File: config.mk
export PLATFORM = sky130hd
export DESIGN_NAME = fetch_stage
export DESIGN_NICKNAME = d
export VERILOG_FILES = /design/src/rtl/fetch_stage.sv
export SDC_FILE = /design/constraint.sdc
export NUM_CORES = 1
export LEC_CHECK = 0
export CAP_MARGIN = 20
export CORE_MARGIN = 2
export CORE_UTILIZATION = 45
export CTS_CLUSTER_SIZE = 12
export DETAILED_ROUTE_END_ITERATION = 8
export DONT_BUFFER_PORTS = 1
export GPL_ROUTABILITY_DRIVEN = 0
export PLACE_DENSITY = 0.7
export SYNTH_ARGS = -nofsm -noshare
export SYNTH_HDL_FRONTEND = slang
export SYNTH_SLANG_ARGS = --single-unit
File: constraint.sdc
create_clock -name clk -period 2.1 [get_ports clk]
set_input_delay 0.21 -clock clk [delete_from_list [all_inputs] [get_ports clk]]
set_output_delay 0.21 -clock clk [all_outputs]
set_load 0.01 [all_outputs]
File: src/rtl/fetch_stage.sv
// fetch_stage
// Instruction-fetch stage. Owns the PC and the IF/ID pipeline register and
// talks to instruction memory over a single-outstanding req/resp port.
// Consumes the hazard unit's stall / flush_if_id / branch_taken decisions.
//
// Ports:
//   clk, rst_n                     clock, async active-low reset
//   stall                          hold PC and IF/ID
//   flush_if_id                    invalidate IF/ID (loads NOP)
//   branch_taken, branch_target    redirect fetch (target low 2 bits forced 0)
//   imem_req_valid/addr/ready      fetch request channel
//   imem_resp_valid/data           instruction return channel
//   pc_if_id, instr_if_id,
//   valid_if_id                    IF/ID register contents
module fetch_stage #(
  parameter int              XLEN     = 32,
  parameter logic [XLEN-1:0] RESET_PC = '0,
  parameter logic [31:0]     NOP      = 32'h0000_0013
) (
  input  logic            clk,
  input  logic            rst_n,
  input  logic            stall,
  input  logic            flush_if_id,
  input  logic            branch_taken,
  input  logic [XLEN-1:0] branch_target,
  output logic            imem_req_valid,
  output logic [XLEN-1:0] imem_req_addr,
  input  logic            imem_req_ready,
  input  logic            imem_resp_valid,
  input  logic [31:0]     imem_resp_data,
  output logic [XLEN-1:0] pc_if_id,
  output logic [31:0]     instr_if_id,
  output logic            valid_if_id
);

  typedef enum logic [1:0] {
    S_REQ  = 2'd0,
    S_WAIT = 2'd1,
    S_HOLD = 2'd2
  } state_e;

  state_e          state_q, state_d;
  logic [XLEN-1:0] pc_q, pc_d;
  logic            drop_q, drop_d;
  logic [31:0]     buf_q, buf_d;

  logic [XLEN-1:0] pc_if_id_q, pc_if_id_d;
  logic [31:0]     instr_if_id_q, instr_if_id_d;
  logic            valid_if_id_q, valid_if_id_d;

  logic            req_hs;
  logic            deliver;
  logic [31:0]     deliver_data;
  logic [XLEN-1:0] tgt;
  logic [XLEN-1:0] pc_inc;

  // Request is a pure function of state and pc. It is additionally masked
  // while reset is asserted so the port is quiet during reset.
  assign imem_req_valid = (state_q == S_REQ) && rst_n;
  assign imem_req_addr  = pc_q;

  assign req_hs = (state_q == S_REQ) && imem_req_ready;
  assign tgt    = {branch_target[XLEN-1:2], 2'b00};
  assign pc_inc = pc_q + XLEN'(4);  // wraps modulo 2^XLEN

  // ---------------------------------------------------------------------
  // Fetch FSM: next state, pc, drop flag, hold buffer, delivery strobe
  // ---------------------------------------------------------------------
  always_comb begin
    state_d      = state_q;
    pc_d         = pc_q;
    drop_d       = drop_q;
    buf_d        = buf_q;
    deliver      = 1'b0;
    deliver_data = imem_resp_data;

    unique case (state_q)
      S_REQ: begin
        if (branch_taken) begin
          pc_d = tgt;
          // An accepted request to the old address must have its
          // response thrown away; otherwise just re-aim the request.
          if (req_hs) begin
            state_d = S_WAIT;
            drop_d  = 1'b1;
          end
        end else if (req_hs) begin
          state_d = S_WAIT;
          drop_d  = 1'b0;
        end
      end

      S_WAIT: begin
        if (imem_resp_valid) begin
          if (branch_taken || drop_q) begin
            // Discard; pc already points at the redirect (or is updated now).
            if (branch_taken) pc_d = tgt;
            drop_d  = 1'b0;
            state_d = S_REQ;
          end else if (!stall) begin
            deliver = 1'b1;
            pc_d    = pc_inc;
            state_d = S_REQ;
          end else begin
            buf_d   = imem_resp_data;
            state_d = S_HOLD;
          end
        end else if (branch_taken) begin
          pc_d   = tgt;
          drop_d = 1'b1;
        end
      end

      S_HOLD: begin
        deliver_data = buf_q;
        if (branch_taken) begin
          pc_d    = tgt;
          state_d = S_REQ;
        end else if (!stall) begin
          deliver = 1'b1;
          pc_d    = pc_inc;
          state_d = S_REQ;
        end
      end

      default: begin
        state_d = S_REQ;
      end
    endcase
  end

  always_ff @(posedge clk or negedge rst_n) begin
    if (!rst_n) begin
      state_q <= S_REQ;
      pc_q    <= RESET_PC;
      drop_q  <= 1'b0;
      buf_q   <= '0;
    end else begin
      state_q <= state_d;
      pc_q    <= pc_d;
      drop_q  <= drop_d;
      buf_q   <= buf_d;
    end
  end

  // ---------------------------------------------------------------------
  // IF/ID register: flush > stall > delivery > bubble
  // ---------------------------------------------------------------------
  always_comb begin
    pc_if_id_d    = pc_if_id_q;
    instr_if_id_d = instr_if_id_q;
    valid_if_id_d = valid_if_id_q;
    if (flush_if_id) begin
      valid_if_id_d = 1'b0;
      instr_if_id_d = NOP;
    end else if (stall) begin
      // hold everything
    end else if (deliver) begin
      // Delivery happens before pc advances, so pc_q is the word's PC.
      pc_if_id_d    = pc_q;
      instr_if_id_d = deliver_data;
      valid_if_id_d = 1'b1;
    end else begin
      valid_if_id_d = 1'b0;
    end
  end

  always_ff @(posedge clk or negedge rst_n) begin
    if (!rst_n) begin
      pc_if_id_q    <= '0;
      instr_if_id_q <= NOP;
      valid_if_id_q <= 1'b0;
    end else begin
      pc_if_id_q    <= pc_if_id_d;
      instr_if_id_q <= instr_if_id_d;
      valid_if_id_q <= valid_if_id_d;
    end
  end

  assign pc_if_id    = pc_if_id_q;
  assign instr_if_id = instr_if_id_q;
  assign valid_if_id = valid_if_id_q;

endmodule

Word level (Yosys, flattened, before mapping) --
Index checks and enable logic that the tools add are counted.
Word-level totals: flip-flop bits (word level) 132, output and inout port bits 98
Cells by class: reduce and logical (&&, ||, !) cells 12, muxes and demuxes 32, bitwise operators 3, add/sub/neg operators 1, equality and inequality tests 8
Operators by type and width (number):
- 32-bit 2-to-1 mux | 9
- 32-bit one-hot mux with 3 select lines | 1
- 32-bit by 3-bit adder with 32-bit output (second input constant) | 1
- 1-bit 2-to-1 mux | 13
- 2-bit 2-to-1 mux | 6
- 3-bit != test (second input constant) | 3
- 4-bit AND reduction | 2
- 2-bit one-hot mux with 3 select lines | 1
- 3-bit AND reduction | 2
- 2-bit != test (second input constant) | 2
- 1-bit one-hot mux with 2 select lines | 2
- 2-bit nonzero test | 2
- 1-bit inverter | 3
- 3-bit nonzero test | 1
- 2-bit by 1-bit == test with 1-bit output (second input constant) | 1
- 2-bit == test (second input constant) | 1
- 1-bit logical AND | 2
- 2-bit logical NOT | 1
- 2-bit by 1-bit != test with 1-bit output (second input constant) | 1
- 2-bit AND reduction | 1
- 1-bit logical OR | 1

Depth between registers and ports, before layout --
depth after elaboration 7, gate-level depth with buffers 11, mapped depth without buffers 7

Worst setup path before layout --
OpenSTA, ideal clock, no wires.
path kind reg-to-reg, start register state_q[1], end register pc_q[10] (netlist: imem_req_addr[10]), required time 1.952 ns, cell stages (with the launch flop) 10, library setup time 0.148 ns, setup slack 0.159 ns, period minus slack after synthesis 1.941 ns, data arrival time 1.793 ns, path buffers 2, path through dfrtp_1 -> inv_1 -> ha_1 -> buf_4 -> and3b_4 -> o2111ai_1 -> buf_2 -> a21oi_1 -> o21ai_0 -> o311ai_0
Between the ends: longest elaborated chain between the ends 2, elaborated cells on any way between the ends 5, those cells by class eq/ne (2); mux (1); reduce/logical (2)
Ends and longest elaborated chain:
- start: declaration | line 42 | state_e state_q, state_d;
- start signal: assignment | line 139 | state_q <= state_d;
- 2-bit == test, or another cell as far along | line 77 | unique case (state_q)
- 32-bit one-hot mux with 3 select lines / 3-bit nonzero test (equally long branches)
- end signal: assignment | line 140 | pc_q <= pc_d;
- end: declaration | line 43 | logic [XLEN-1:0] pc_q, pc_d;
Several ways; a longest one is shown, not always the timed one. A chain may end at the register's enable or synchronous reset.

Worst setup path after layout --
start register pc_q[10] (netlist: imem_req_addr[10]), end register pc_q[27] (netlist: imem_req_addr[27])
Between the ends: longest elaborated chain between the ends 5, elaborated cells on any way between the ends 6, those cells by class add/sub (1); mux (5)
Ends and longest elaborated chain:
- 32-bit by 3-bit adder with 32-bit output (*) | line 64 | assign pc_inc = pc_q + XLEN'(4);
- 32-bit 2-to-1 mux (*) | line 100, 119
- 32-bit 2-to-1 mux | line 95 | if (branch_taken || drop_q) begin
- 32-bit 2-to-1 mux | line 94 | if (imem_resp_valid) begin
- 32-bit one-hot mux with 3 select lines (*) | line 77
Every way passes the cells marked *; elsewhere a longest branch is shown, timed or not.

==> qor.yml <==
status: "finished with violations"
violations: "hold timing"
ys.flop_type: "dfrtp_1"
synth.top_cell.area_share_pct: 51.1
fp-row-count: 43
synth_fp_nets: 688
synth_compound_gate_area_share_pct: 15.1
routed_via_density: 5.83
antenna_found_initial: 0
clock_tree.root_cell: "clkbuf_16"
utilization_pct: 58.3
syn_inst: 612
fill_cells: 1142
path_cells: "nand4_1 > nor4_4 > buf_4 > nand3_1 > a21o_1 > a22o_1"
grt_pass1_vias: 5457
synth_area_um2: 6310
synth-adder-area-share_pct: 0.991
initial_core_util_pct: 45.8
ant_nets: 0
ioPinCount: 169
crit_fanout: 8
clkTransAtPathRegs_ns: 0.06
fin_crit_ns: 1.99
ys_types: 59
seqCellArea_um2: 3310
ir_drop_uv: 605
crit_type: "reg -> reg"
cts_made_buffers: 17
synthXorXnorAreaFrac_pct: 0.277
synth_enable_flop_cells: 0
tightest_slew_ns: 0.554
holdWs_ns: -0.510
yosysWarnings: 0
htreeDepth: 4
drv_slew: 0
path_buf_inv: 1
synth_top_family_by_area: "simple AND/OR/NAND/NOR gates"
synthSimpleGateAreaFrac_pct: 15.9
max_freq_ghz: 0.502
route.detailed.drc: 0
rsz0062_at_grt: "true"
wl_um: 17200
cp_slowest_cell: "nor4_4"
skew_ns: 0.00971
grt_overflow: 0
grt_use_total_pct: 23.8
ys_seq_area_share_pct: 52.4
setup_slack_ns: 0.109
timing.final.crit_share_pct: 94.8
worstSetupEndpointType: "flop"
critical-path-top-delay-family: "simple AND/OR/NAND/NOR gates"
cts_hold_buf: 57
muxShareOfSynthArea_pct: 11.4
hp-class: "in -> async"
clkLatencyLatePin_ns: 0.42
place_hpwl_um: 11500
r2r_cells: 6
clock_sinks: 132
drv_cap: 0
final_common_cell: "dfrtp_1"
cellPowerDensity_nw_per_um2: 1260
nets: 776
cp_slowest_stage_delay_ns: 0.60
hold_viol: 132
max_slew_margin_pct: 62.7
firstDrtPassIters: 8
setup_viol: 0
path_depth: 6
area_growth_pct: 27.1
synthArstFlopShare_pct: 100
num_antenna_cells: 0
cts_tree: "yes"
syn_area_per_cell_um2: 10.3
die_w_um: 122
final_cell_mix: "128 x dfrtp_1, 124 x nand2_1, 57 x dlygate4sd3_1"
port_buffers: 0
drive_gt1_share_pct: 19.7
cp.arrival_ns: 2.29
multi_input_area_um2: 2790
startpoint_type: "flop"
yosys.area.top_type: "dfrtp_1"
die_area_um2: 15000
wl_per_cell_um: 19.2
synth.area.top_cells: "dfrtp_1 51%, nand2_1 7.4%, mux2i_1 5.7%"
die_h_um: 122
cts_max_path_buffers: 2
p_leak_nw: 3.65
core_um2: 13800
first_iter_violations: 415
place_ws_ns: 0.0231
vias: 5198
crit_required_ns: 2.40
grt_first_pass_wirelength_um: 27600
grt_start_max_net_pins: 134
ys_ff_latch: 132
[registers in the layout (all words and copies together) (netlist names)]
register / count
valid_if_id: 1
imem_req_addr: 32
instr_if_id: 32
drop_q: 1
buf_q: 32
pc_if_id: 32
state_q: 2
[final timing paths]
kind / endpoint / startpoint / slack, ns
min in group clk: instr_if_id[12] / imem_resp_data[12] / 0.01
hold reg to reg: buf_q[19] / buf_q[19] / 0.50
setup reg to reg: imem_req_addr[27] / imem_req_addr[10] / 0.11
max in group asynchronous: buf_q[17] / rst_n / 2.32
setup / recovery: imem_req_addr[27] / imem_req_addr[10] / 0.11
hold / removal: pc_if_id[20] / rst_n / -0.51
[layer usage]
| metal | up-vias | global-route usage, % | share of wire (%) |
|---|---|---|---|
| met5 | - | 0 | 0 |
| met4 | 0 | 10.8 | 2.5 |
| met3 | 33 | 7.30 | 7.6 |
| met2 | 220 | 38.2 | 49 |
| met1 | 2564 | 29.4 | 41 |
| li1 | 2381 | - | - |
[repair_timing]
action / CTS / global route
setup endpoints to repair: 1 / 85
resized for setup: 1 / 15
setup buffers: 0 / 2
endpoints found under the hold margin: 206 / 132
[cell families (layout without fill, tap and decap cells)]
family                     after synthesis  count (layout)
AOI/OAI and AO/OA                      135             135
xor gates and xnor gates                 2               2
adders and majority gates                5               5
buffers and inverters                   52             152
DFF                                    132             132
muxes                                   68              68
and+or+nand+nor                        218             218
[through the flow]
stage	cells	TNS (ns)	power, mW	instance area [µm²]	hold slack (ns)
finish	892	0	10.1	8030	-0.510
global route	892	-0.0501	10.7	8030	-0.537
CTS	890	0	10.1	7970	-0.528
detailed placement	802	0	6.83	6770	-0.0828
global placement	802	0	6.66	6770	-0.0813
floorplan	612	0	5.79	6310	-0.0856
[Yosys cell counts, types with 6 or more instances]
| cell | count |
|---|---|
| mux2i_1 | 36 |
| buf_4 | 6 |
| a21oi_1 | 23 |
| inv_1 | 10 |
| o311ai_0 | 8 |
| clkbuf_1 | 15 |
| nor2_1 | 33 |
| buf_2 | 17 |
| nand2_1 | 124 |
| mux2_2 | 32 |
| nand3_1 | 17 |
| dfrtp_1 | 129 |
| o21ai_0 | 31 |
| and3_1 | 7 |
| a22oi_1 | 11 |
| nand4_1 | 9 |
| o2bb2ai_1 | 29 |
[power breakdown]
group	total (mW)	leakage, nW	switching (mW)	internal [mW]
registers	3.99	1.72	0.692	3.30
logic	2.99	1.61	1.60	1.38
clock network	3.13	0.313	1.07	2.05
total	10.1	3.65	3.37	6.73
[area by class of cell]
cell class	count	share of cell area, %
flip-flops and latches	132	41.2
multi-input cells	428	34.8
repair buffers	110	12.8
clock buffers	24	6.38
well taps	180	2.81
clock inverters	7	1.47
inverters	11	0.514
Power figures use the tool's default switching activity.
